==> src/rtl/vector_ls_pkg.sv <==
// Shared types and helpers for the vector load/store sequencer.
//   - vector_t / scalar_t / vector_as_scalars_t : default-geometry data views
//   - state_t                                   : sequencer FSM states
//   - num_scalars()                             : memory words per vector
package vector_ls_pkg;

    localparam int NUM_ELEMS_DEF   = 8;
    localparam int ELEM_SIZE_DEF   = 16;
    localparam int SCALAR_SIZE_DEF = 32;
    localparam int VEC_DEF         = NUM_ELEMS_DEF * ELEM_SIZE_DEF;

    // Number of memory words that make up one vector.
    function automatic int num_scalars(input int vec_bits, input int scalar_bits);
        return vec_bits / scalar_bits;
    endfunction

    localparam int NUM_SCALARS_DEF = num_scalars(VEC_DEF, SCALAR_SIZE_DEF);

    typedef logic [VEC_DEF-1:0]                               vector_t;
    typedef logic [SCALAR_SIZE_DEF-1:0]                       scalar_t;
    typedef logic [NUM_SCALARS_DEF-1:0][SCALAR_SIZE_DEF-1:0]  vector_as_scalars_t;

    typedef enum logic [1:0] {
        IDLE     = 2'd0,
        REQ      = 2'd1,
        WAIT_RSP = 2'd2,
        DONE     = 2'd3
    } state_t;

endpackage

==> src/rtl/vector_ls_buffer.sv <==
// One slice's vector buffer.
// Ports:
//   clk, reset  : clock, synchronous active-high reset (clears the buffer)
//   cap_en      : load the whole vector from cap_data
//   cap_data    : whole-vector capture data
//   we          : write one memory word selected by sel_word with wdata
//   sel_word    : word index, word 0 in the LSBs
//   wdata       : word write data
//   q           : buffer contents
module vector_ls_buffer
    import vector_ls_pkg::*;
#(
    parameter int VEC         = 128,
    parameter int SCALAR_SIZE = 32,
    parameter int NUM_SCALARS = 4,
    parameter int WORD_W      = 2
) (
    input  logic                   clk,
    input  logic                   reset,
    input  logic                   cap_en,
    input  logic [VEC-1:0]         cap_data,
    input  logic                   we,
    input  logic [WORD_W-1:0]      sel_word,
    input  logic [SCALAR_SIZE-1:0] wdata,
    output logic [VEC-1:0]         q
);

    always_ff @(posedge clk) begin
        if (reset) begin
            q <= '0;
        end else if (cap_en) begin
            q <= cap_data;
        end else if (we) begin
            for (int w = 0; w < NUM_SCALARS; w++) begin
                if (sel_word == WORD_W'(w)) begin
                    q[w*SCALAR_SIZE +: SCALAR_SIZE] <= wdata;
                end
            end
        end
    end

endmodule

==> src/rtl/vector_ls_sequencer.sv <==
// Multi-slice vector load/store sequencer. Moves whole vector buffers to or
// from a scalar-width memory port one word at a time.
// Ports:
//   clk, reset                 : clock, synchronous active-high reset
//   cmd_valid/cmd_ready        : command handshake (ready only while idle)
//   cmd_store                  : 1 = buffer->memory, 0 = memory->buffer
//   cmd_slice_mask             : participating slices
//   cmd_addr, cmd_stride       : base word address, word offset per slice
//   a                          : store source vectors (slice 0 in LSBs)
//   y                          : buffer contents (slice 0 in LSBs)
//   mem_req_valid/mem_req_ready: memory request handshake
//   mem_we, mem_addr, mem_wdata: registered request fields
//   mem_rsp_valid, mem_rdata   : load response
//   busy, done                 : not idle / one-cycle completion pulse
// Optional build macro VECTOR_LS_SEQUENCER_BYTE_SWAP_EN adds input swap_en,
// latched at accept; when set, memory words are byte-reversed both ways.
module vector_ls_sequencer
    import vector_ls_pkg::*;
#(
    parameter int NUM_SLICES  = 4,
    parameter int NUM_ELEMS   = 8,
    parameter int ELEM_SIZE   = 16,
    parameter int SCALAR_SIZE = 32,
    parameter int ADDR_WIDTH  = 32
) (
    input  logic                                   clk,
    input  logic                                   reset,
    input  logic                                   cmd_valid,
    output logic                                   cmd_ready,
    input  logic                                   cmd_store,
    input  logic [NUM_SLICES-1:0]                  cmd_slice_mask,
    input  logic [ADDR_WIDTH-1:0]                  cmd_addr,
    input  logic [ADDR_WIDTH-1:0]                  cmd_stride,
`ifdef VECTOR_LS_SEQUENCER_BYTE_SWAP_EN
    input  logic                                   swap_en,
`endif
    input  logic [NUM_SLICES*NUM_ELEMS*ELEM_SIZE-1:0] a,
    output logic [NUM_SLICES*NUM_ELEMS*ELEM_SIZE-1:0] y,
    output logic                                   mem_req_valid,
    input  logic                                   mem_req_ready,
    output logic                                   mem_we,
    output logic [ADDR_WIDTH-1:0]                  mem_addr,
    output logic [SCALAR_SIZE-1:0]                 mem_wdata,
    input  logic                                   mem_rsp_valid,
    input  logic [SCALAR_SIZE-1:0]                 mem_rdata,
    output logic                                   busy,
    output logic                                   done
);

    localparam int VEC     = NUM_ELEMS * ELEM_SIZE;
    localparam int NSC     = num_scalars(VEC, SCALAR_SIZE);
    localparam int WORD_W  = (NSC > 1) ? $clog2(NSC) : 1;
    localparam int SLICE_W = (NUM_SLICES > 1) ? $clog2(NUM_SLICES) : 1;

    state_t                  state_q, state_d;
    logic                    store_q, store_d;
    logic [NUM_SLICES-1:0]   mask_q, mask_d;
    logic [ADDR_WIDTH-1:0]   base_q, base_d;
    logic [ADDR_WIDTH-1:0]   stride_q, stride_d;
    logic [SLICE_W-1:0]      slice_q, slice_d;
    logic [WORD_W-1:0]       word_q, word_d;
    logic                    req_valid_d, we_d;
    logic [ADDR_WIDTH-1:0]   addr_d;
    logic [SCALAR_SIZE-1:0]  wdata_d;

    logic                    accept;
    logic                    swap_cmd, swap_active;
    logic [SLICE_W-1:0]      first_slice, next_slice;
    logic                    has_next, last_word, finished;
    logic [SLICE_W-1:0]      adv_slice;
    logic [WORD_W-1:0]       adv_word;
    logic [NUM_SLICES-1:0]   cap_en, buf_we;
    logic [SCALAR_SIZE-1:0]  buf_wdata;

`ifdef VECTOR_LS_SEQUENCER_BYTE_SWAP_EN
    logic swap_q;
    always_ff @(posedge clk) begin
        if (reset)       swap_q <= 1'b0;
        else if (accept) swap_q <= swap_en;
    end
    assign swap_cmd    = swap_en;
    assign swap_active = swap_q;
`else
    assign swap_cmd    = 1'b0;
    assign swap_active = 1'b0;
`endif

    function automatic logic [SCALAR_SIZE-1:0] byte_rev(input logic [SCALAR_SIZE-1:0] x);
        logic [SCALAR_SIZE-1:0] r;
        r = '0;
        for (int b = 0; b < SCALAR_SIZE/8; b++) begin
            r[b*8 +: 8] = x[SCALAR_SIZE-8-b*8 +: 8];
        end
        return r;
    endfunction

    function automatic logic [SCALAR_SIZE-1:0] word_of(
        input logic [NUM_SLICES*VEC-1:0] v,
        input logic [SLICE_W-1:0]        s,
        input logic [WORD_W-1:0]         w
    );
        return v[int'(s)*VEC + int'(w)*SCALAR_SIZE +: SCALAR_SIZE];
    endfunction

    // Address wraps naturally at ADDR_WIDTH bits.
    function automatic logic [ADDR_WIDTH-1:0] word_addr(
        input logic [SLICE_W-1:0]    s,
        input logic [WORD_W-1:0]     w,
        input logic [ADDR_WIDTH-1:0] base,
        input logic [ADDR_WIDTH-1:0] stride
    );
        return base + stride * ADDR_WIDTH'(s) + ADDR_WIDTH'(w);
    endfunction

    assign cmd_ready = (state_q == IDLE);
    assign busy      = (state_q != IDLE);
    assign done      = (state_q == DONE);
    assign accept    = cmd_valid && cmd_ready;
    assign buf_wdata = swap_active ? byte_rev(mem_rdata) : mem_rdata;

    // Lowest selected slice of the incoming command.
    always_comb begin
        first_slice = '0;
        for (int s = NUM_SLICES-1; s >= 0; s--) begin
            if (cmd_slice_mask[s]) first_slice = SLICE_W'(s);
        end
    end

    // Lowest selected slice above the current one.
    always_comb begin
        has_next   = 1'b0;
        next_slice = slice_q;
        for (int s = NUM_SLICES-1; s >= 0; s--) begin
            if (mask_q[s] && (s > int'(slice_q))) begin
                has_next   = 1'b1;
                next_slice = SLICE_W'(s);
            end
        end
    end

    assign last_word = (word_q == WORD_W'(NSC-1));
    assign finished  = last_word && !has_next;
    assign adv_slice = last_word ? next_slice : slice_q;
    assign adv_word  = last_word ? '0 : word_q + WORD_W'(1);

    always_comb begin
        state_d     = state_q;
        store_d     = store_q;
        mask_d      = mask_q;
        base_d      = base_q;
        stride_d    = stride_q;
        slice_d     = slice_q;
        word_d      = word_q;
        req_valid_d = mem_req_valid;
        we_d        = mem_we;
        addr_d      = mem_addr;
        wdata_d     = mem_wdata;
        cap_en      = '0;
        buf_we      = '0;

        case (state_q)
            IDLE: begin
                if (accept) begin
                    store_d  = cmd_store;
                    mask_d   = cmd_slice_mask;
                    base_d   = cmd_addr;
                    stride_d = cmd_stride;
                    slice_d  = first_slice;
                    word_d   = '0;
                    if (cmd_store) cap_en = cmd_slice_mask;
                    if (cmd_slice_mask != '0) begin
                        state_d     = REQ;
                        req_valid_d = 1'b1;
                        we_d        = cmd_store;
                        addr_d      = word_addr(first_slice, '0, cmd_addr, cmd_stride);
                        // Buffers capture on this same edge, so the first
                        // store word comes straight from a.
                        if (cmd_store) begin
                            wdata_d = swap_cmd ? byte_rev(word_of(a, first_slice, '0))
                                               : word_of(a, first_slice, '0);
                        end else begin
                            wdata_d = '0;
                        end
                    end else begin
                        state_d = DONE;
                    end
                end
            end
            REQ: begin
                if (mem_req_ready) begin
                    if (store_q) begin
                        if (finished) begin
                            state_d     = DONE;
                            req_valid_d = 1'b0;
                            we_d        = 1'b0;
                        end else begin
                            slice_d = adv_slice;
                            word_d  = adv_word;
                            addr_d  = word_addr(adv_slice, adv_word, base_q, stride_q);
                            wdata_d = swap_active ? byte_rev(word_of(y, adv_slice, adv_word))
                                                  : word_of(y, adv_slice, adv_word);
                        end
                    end else begin
                        state_d     = WAIT_RSP;
                        req_valid_d = 1'b0;
                    end
                end
            end
            WAIT_RSP: begin
                if (mem_rsp_valid) begin
                    buf_we[slice_q] = 1'b1;
                    if (finished) begin
                        state_d = DONE;
                    end else begin
                        state_d     = REQ;
                        slice_d     = adv_slice;
                        word_d      = adv_word;
                        req_valid_d = 1'b1;
                        we_d        = 1'b0;
                        addr_d      = word_addr(adv_slice, adv_word, base_q, stride_q);
                    end
                end
            end
            DONE: begin
                state_d = IDLE;
            end
            default: begin
                state_d = IDLE;
            end
        endcase
    end

    always_ff @(posedge clk) begin
        if (reset) begin
            state_q       <= IDLE;
            store_q       <= 1'b0;
            mask_q        <= '0;
            base_q        <= '0;
            stride_q      <= '0;
            slice_q       <= '0;
            word_q        <= '0;
            mem_req_valid <= 1'b0;
            mem_we        <= 1'b0;
            mem_addr      <= '0;
            mem_wdata     <= '0;
        end else begin
            state_q       <= state_d;
            store_q       <= store_d;
            mask_q        <= mask_d;
            base_q        <= base_d;
            stride_q      <= stride_d;
            slice_q       <= slice_d;
            word_q        <= word_d;
            mem_req_valid <= req_valid_d;
            mem_we        <= we_d;
            mem_addr      <= addr_d;
            mem_wdata     <= wdata_d;
        end
    end

    for (genvar s = 0; s < NUM_SLICES; s++) begin : g_slice
        vector_ls_buffer #(
            .VEC         (VEC),
            .SCALAR_SIZE (SCALAR_SIZE),
            .NUM_SCALARS (NSC),
            .WORD_W      (WORD_W)
        ) u_buf (
            .clk      (clk),
            .reset    (reset),
            .cap_en   (cap_en[s]),
            .cap_data (a[s*VEC +: VEC]),
            .we       (buf_we[s]),
            .sel_word (word_q),
            .wdata    (buf_wdata),
            .q        (y[s*VEC +: VEC])
        );
    end

endmodule
==> config.mk <==
export PLATFORM = sky130hd
export DESIGN_NAME = vector_ls_sequencer
export DESIGN_NICKNAME = d
export VERILOG_FILES = /design/src/rtl/vector_ls_pkg.sv /design/src/rtl/vector_ls_buffer.sv /design/src/rtl/vector_ls_sequencer.sv
export SDC_FILE = /design/constraint.sdc
export NUM_CORES = 2
export LEC_CHECK = 0
export BUFFER_PORTS_ARGS = -buffer_cell sky130_fd_sc_hd__buf_2
export CORE_AREA = 2 2 473 475
export DETAILED_ROUTE_END_ITERATION = 6
export DIE_AREA = 0 0 475 477
export GPL_TIMING_DRIVEN = 0
export SETUP_SLACK_MARGIN = 0.05
export SYNTH_ARGS = -nofsm -noshare
export SYNTH_HDL_FRONTEND = slang
export SYNTH_HIERARCHICAL = 1
export SYNTH_SLANG_ARGS = --single-unit
==> constraint.sdc <==
create_clock -name clk -period 12.37 [get_ports clk]
set_clock_uncertainty 0.2 [all_clocks]
set_input_delay 0.6185 -clock clk [delete_from_list [all_inputs] [get_ports clk]]
set_output_delay 0.6185 -clock clk [all_outputs]
set_load 0.05 [all_outputs]
## After elaboration in Yosys (flattened, before gate mapping)

Index checks and enable logic that the tools add are counted.

- Word-level logic and storage cells: 192
- Register bits after elaboration: 653
- Output and inout bits: 581
- Input bits: 618

- Shift-type cells: 2
- Add/sub/neg operators: 5
- Order comparisons: 5
- Eq/ne operators: 15
- Muxes and demuxes: 80
- Multiply operators: 2
- Reduce and logical (&&, ||, !) cells: 56

Operators by type and width:

| cell | count |
|---|---|
| $mux 128 | 8 |
| $mux 32 | 16 |
| $shiftx 512x10->32 | 1 |
| $shiftx 512x11->32 | 1 |
| $pmux 32 s3 | 1 |
| $add 32x32->32 | 2 |
| $mul 32x2->32 | 2 |
| $pmux 32 s2 | 1 |
| $mux 2 | 26 |
| $reduce_bool 2->1 | 22 |
| $reduce_and 2->1 | 17 |
| $add 32x2->32 | 1 |
| $mux 4 | 5 |
| $mux 1 | 17 |
| $ne 2x2->1 const B | 6 |
| $pmux 2 s3 | 2 |
| $reduce_and 6->1 | 2 |
| $add 9x7->10 | 1 |
| $eq 2x2->1 const B | 4 |
| $pmux 2 s4 | 1 |
| $reduce_and 8->1 | 1 |
| $reduce_and 7->1 | 1 |
| $logic_and 1x1->1 | 6 |
| $pmux 1 s3 | 2 |
| other kinds (15) | 19 |

## Depth between registers and ports, before layout

- Word-level depth: 13
- Mapped depth: 25
- Mapped depth without buffers: 20

## By module

The synthesis kept the hierarchy.

By module, submodules not included:

| module | cells each | seq. area each (um^2) | area each (um^2) | instances |
|---|---|---|---|---|
| vector_ls_buffer | 720 | 2,562.5 | 6,264.8 | 4 |
| vector_ls_sequencer | 2,013 | 2,802.7 | 16,595.9 | 1 |

## Worst setup path before layout

No wires, ideal clock.

- Kind: register to register
- Start: register word_q[1]
- End: register mem_addr[24]
- Arrival time: 5.479 ns
- Setup time: 0.132 ns
- Buffers on the path: 5
- Stages on the path, launching flop included: 22
- Required time: 12.038 ns
- Slack: 6.559 ns
- Period minus slack after synthesis: 5.811 ns
- Path through: dfxtp_1 -> ha_1 -> buf_2 -> o2111ai_2 -> nand2_1 -> buf_4 -> buf_6 -> buf_2 -> clkbuf_1 -> nand2_1 -> fa_1 -> fa_1 -> inv_1 -> ha_1 -> a21oi_2 -> o2111ai_2 -> a311o_4 -> a2111oi_4 -> nor3_2 -> or4_1 -> nand3_1 -> a21oi_1

- Cells in the longest elaborated chain, start to end: 9
- Elaborated cells between the ends (all ways): 13
- Classes of those cells: 3 x add/sub; 1 x mul; 1 x eq/ne; 7 x mux; 1 x reduce/logical

Ends and longest elaborated chain:

| what | RTL line | source |
|---|---|---|
| start, declared | vector_ls_sequencer.sv:61 | `logic [WORD_W-1:0] word_q, word_d;` |
| start signal, assigned | vector_ls_sequencer.sv:253 | `word_q <= word_d;` |
| $eq 2x2->1 | vector_ls_sequencer.sv:141 | `assign last_word = (word_q == WORD_W'(NSC-1));` |
| $mux 2 | vector_ls_sequencer.sv:143 | `assign adv_slice = last_word ? next_slice : slice_q;` |
| $mul 32x2->32 | vector_ls_sequencer.sv:112 | `return base + stride * ADDR_WIDTH'(s) + ADDR_WIDTH'(w);` |
| $add 32x32->32 | vector_ls_sequencer.sv:112 |  |
| $add 32x2->32 | vector_ls_sequencer.sv:112 |  |
| $mux 32 * | vector_ls_sequencer.sv:192, vector_ls_sequencer.sv:212 |  |
| $mux 32 | vector_ls_sequencer.sv:191 | `if (store_q) begin` |
| $mux 32 | vector_ls_sequencer.sv:190 | `if (mem_req_ready) begin` |
| $pmux 32 s3 * | vector_ls_sequencer.sv:161 | `case (state_q)` |
| end signal, assigned | vector_ls_sequencer.sv:256 | `mem_addr <= addr_d;` |
| end, declared | vector_ls_sequencer.sv:42 | `output logic [ADDR_WIDTH-1:0] mem_addr,` |

Every way passes the cells marked *; elsewhere a longest branch is shown, timed or not. The select of a mux whose other input is x is not followed.
A chain may end at the register's enable or synchronous reset.

## Worst setup path in the final report

- Start: register word_q[1]
- End: register mem_addr[23]

Same word-level chain as after synthesis.

==> results.sh <==
export IMPL_end_kind="flop"
export IMPL_drt_initial_drc_count=6193
export IMPL_hold_path_class="in2reg"
export IMPL_syn_area_um2=41700
export IMPL_hold_viol=1
export IMPL_r2r_slack_ps=4680
export IMPL_fmax_mhz=130
export IMPL_arrival_ps=8180
export IMPL_hold_end="g_slice[0].u_buf/q[35]"
export IMPL_cts_sinks=652
export IMPL_synth_avg_cell_area_um2=8.51
export IMPL_cts_buffer_depth=3
export IMPL_synth_distinct_cells=82
export IMPL_worst_pin_slew_ps=1480
export IMPL_period_needed_ps=7690
export IMPL_ys_ff_latch=652
export IMPL_postRouteAntennaNets=0
export IMPL_cap_viol_max_count=1
export IMPL_cts_buffers=87
export IMPL_wl_per_cell_um=40.0
export IMPL_failed_checks="hold timing, capacitance limit"
export IMPL_min_path_cells=3
export IMPL_synth_nets=5671
export IMPL_run_status="finished, violations left"
export IMPL_fp_dieW_um=475
export IMPL_io_pin_count=1199
export IMPL_worstPathRequired_ps=12860
export IMPL_via_per_inst=5.25
export IMPL_cellPowerDensity_nw_per_um2=187
export IMPL_routabilityCongestion=1.05
export IMPL_rsz0062_at_grt="false"
export IMPL_min_period_over_period_pct=62.2
export IMPL_yosys_warnings=6
export IMPL_async_flop_share_pct=0
export IMPL_dr_pass1_iters=6
export IMPL_grt_first_pass_wirelength_mm=490
export IMPL_startpoint="word_q[1]"
export IMPL_r2r_end="mem_addr[23]"
export IMPL_clock_latency_ps=780
export IMPL_die_h_um=477
export IMPL_antenna_found_initial=106
export IMPL_fin_nets=7409
export IMPL_min_from="a[35]"
export IMPL_ir_worst_vdd_mv=0.145
export IMPL_cts_clk_slew_worst_paths_ps=60
export IMPL_coreArea_um2=221000
export IMPL_hold_ws_ps=-4.62
export IMPL_grt_overflow_total=0
export IMPL_syn_inst=4893
export IMPL_port_buffers=1197
export IMPL_setup_viol=0
export IMPL_synth_edff_count=0
export IMPL_dp_hpwl_mm=326
export IMPL_grt_pass1_vias=49300
export IMPL_final_util_pct=26.8
export IMPL_layout_drive_gt1_share_pct=28.8
export IMPL_maxSlewHeadroom_pct=1.07
export IMPL_area_growth_pct=42.4
export IMPL_cts_tree="built"
export IMPL_drc=0
export IMPL_rows=173
export IMPL_wl_mm=390
export IMPL_reg2reg_depth=18
export IMPL_grt_max_degree=31
export IMPL_p_leak_nw=25.2
export IMPL_finalInstanceArea_um2=59300
export IMPL_yosysSeqAreaShare_pct=31.3
export IMPL_drv_slew=0
export IMPL_place_area_um2=51500
export IMPL_htree_levels=3
export IMPL_critPathMaxFanout=10
export IMPL_worstSetupPathType="reg2reg"
export IMPL_dieArea_um2=227000
export IMPL_synth_flop_cell="dfxtp_1"
export IMPL_r2r_start="word_q[1]"
export IMPL_start_kind="flop"
export IMPL_initial_core_util_pct=18.8
export IMPL_root_buffer="clkbuf_16"
export IMPL_fin_tns_setup_ps=0
export IMPL_grtUsageTotal_pct=32.9
export IMPL_num_vias=51200
[area by class of cell]
| type | instances | area [um2] |
|---|---|---|
| fillers | 24200 | 162000 |
| multi-input cells | 3302 | 24500 |
| flip-flops and latches | 652 | 13100 |
| repair buffers | 1649 | 10500 |
| well taps | 2975 | 3720 |
| clock buffers | 122 | 2540 |
| plain buffers | 433 | 2190 |
| inverters | 506 | 1900 |
| clock inverters | 39 | 672 |
| diodes | 65 | 163 |
[cells in the final DEF (no fill, tap or decap), drive strengths merged, types with 63 or more instances in the layout]
| cell type | instances |
|---|---|
| nor4 | 130 |
| nand2 | 703 |
| dlygate4sd3 | 448 |
| dfxtp | 652 |
| buf | 1407 |
| nor3 | 151 |
| nor2b | 187 |
| a221oi | 391 |
| clkbuf | 349 |
| fa | 63 |
| diode | 65 |
| nor2 | 102 |
| a211oi | 90 |
| inv | 511 |
| mux4 | 103 |
| ha | 97 |
| a21oi | 582 |
| nor3b | 134 |
| o21ai | 77 |
[stage by stage]
stage / power [mW] / std cells / worst slack, ps
finish: 11.1 / 9743 / 4680
global route: 11.4 / 9716 / 4510
CTS: 11.0 / 9675 / 4760
detailed placement: 8.00 / 9069 / 4810
global placement: 7.95 / 9065 / 3370
floorplan: 5.67 / 4893 / 6560
[cell families after synthesis]
logic type	count (synthesis)	synth area share (%)
AOI/OAI and AO/OA	1330	25.4
xor gates and xnor gates	48	1.01
adders and majority gates	160	5.94
buffers and inverters	939	9.80
DFF	652	31.3
muxes	163	7.01
and+or+nand+nor	1601	19.5
[metal layers]
layer	track usage [%]	wire length, um	up-vias
li1	-	-	21100
met1	36.6	139000	25400
met2	50.4	168000	3686
met3	13.3	48300	925
met4	24.0	34300	16
met5	0	92	-
[cell usage after synthesis (all sizes together) (26+ instances only)]
cell      n  area, um2
a211o    51        448
a211oi   90        676
a21oi   582       2980
a221oi  391       4950
and2     58        363
and3     61        382
buf     206       1330
clkbuf  227        858
dfxtp   652      13100
fa       63       1260
ha       97       1210
inv     506       1900
mux2i    60        601
mux4    103       2320
nand2   703       2640
nand3    26        130
nor2    102        383
nor2b   187       1170
nor3    151        766
nor3b   134       1050
nor4    130        813
o21ai    77        385
xnor2    30        263
[registers in the layout, indices dropped and copies added (netlist names)]
signal and flops:
g_slice.u_buf/q 512, mem_addr 32, base_q 32, store_q 1
slice_q 2, mem_we 1, stride_q 32, mask_q 3
mem_req_valid 1, state_q 2, mem_wdata 32, word_q 2
[critical path, cell delays in order (launching register included)]
cell	delay, ps
dfxtp_2	460
ha_1	180
buf_2	250
a31o_2	190
clkbuf_1	1060
clkbuf_1	1150
clkbuf_1	580
and2_1	240
fa_1	430
ha_1	290
ha_1	320
nor2b_1	170
o31a_1	300
o211ai_1	520
a31oi_1	270
a21oi_1	230
mux2i_1	460
a311oi_1	120
a21oi_1	180
[what timing repair did]
| item | CTS | global route |
|---|---|---|
| hold buffers | 445 | 3 |
| setup buffers | 0 | 0 |
| hold endpoints to repair | 445 | 3 |
| gates resized for setup | 0 | 0 |
[where the power goes]
group          switching, mW  internal [mW]  leakage (nW)
sequential             0.430           2.44          5.32
clock                   1.21           1.68          1.56
combinational           3.97           1.37          18.4
total                   5.62           5.50          25.2
[how the worst max path moves through the flow]
| stage | end | slack, ps | cells after the start |
|---|---|---|---|
| 2_1_floorplan | mem_addr[24] | 6560 | 21 |
| 3_3_place_gp | mem_addr[23] | 3370 | 18 |
| 3_5_place_dp | mem_addr[24] | 4810 | 18 |
| 4_1_cts | mem_addr[24] | 4760 | 18 |
| 5_1_grt | mem_addr[23] | 4510 | 23 |
| 6_report | mem_addr[23] | 4680 | 18 |
Power figures use the tool's default switching activity.
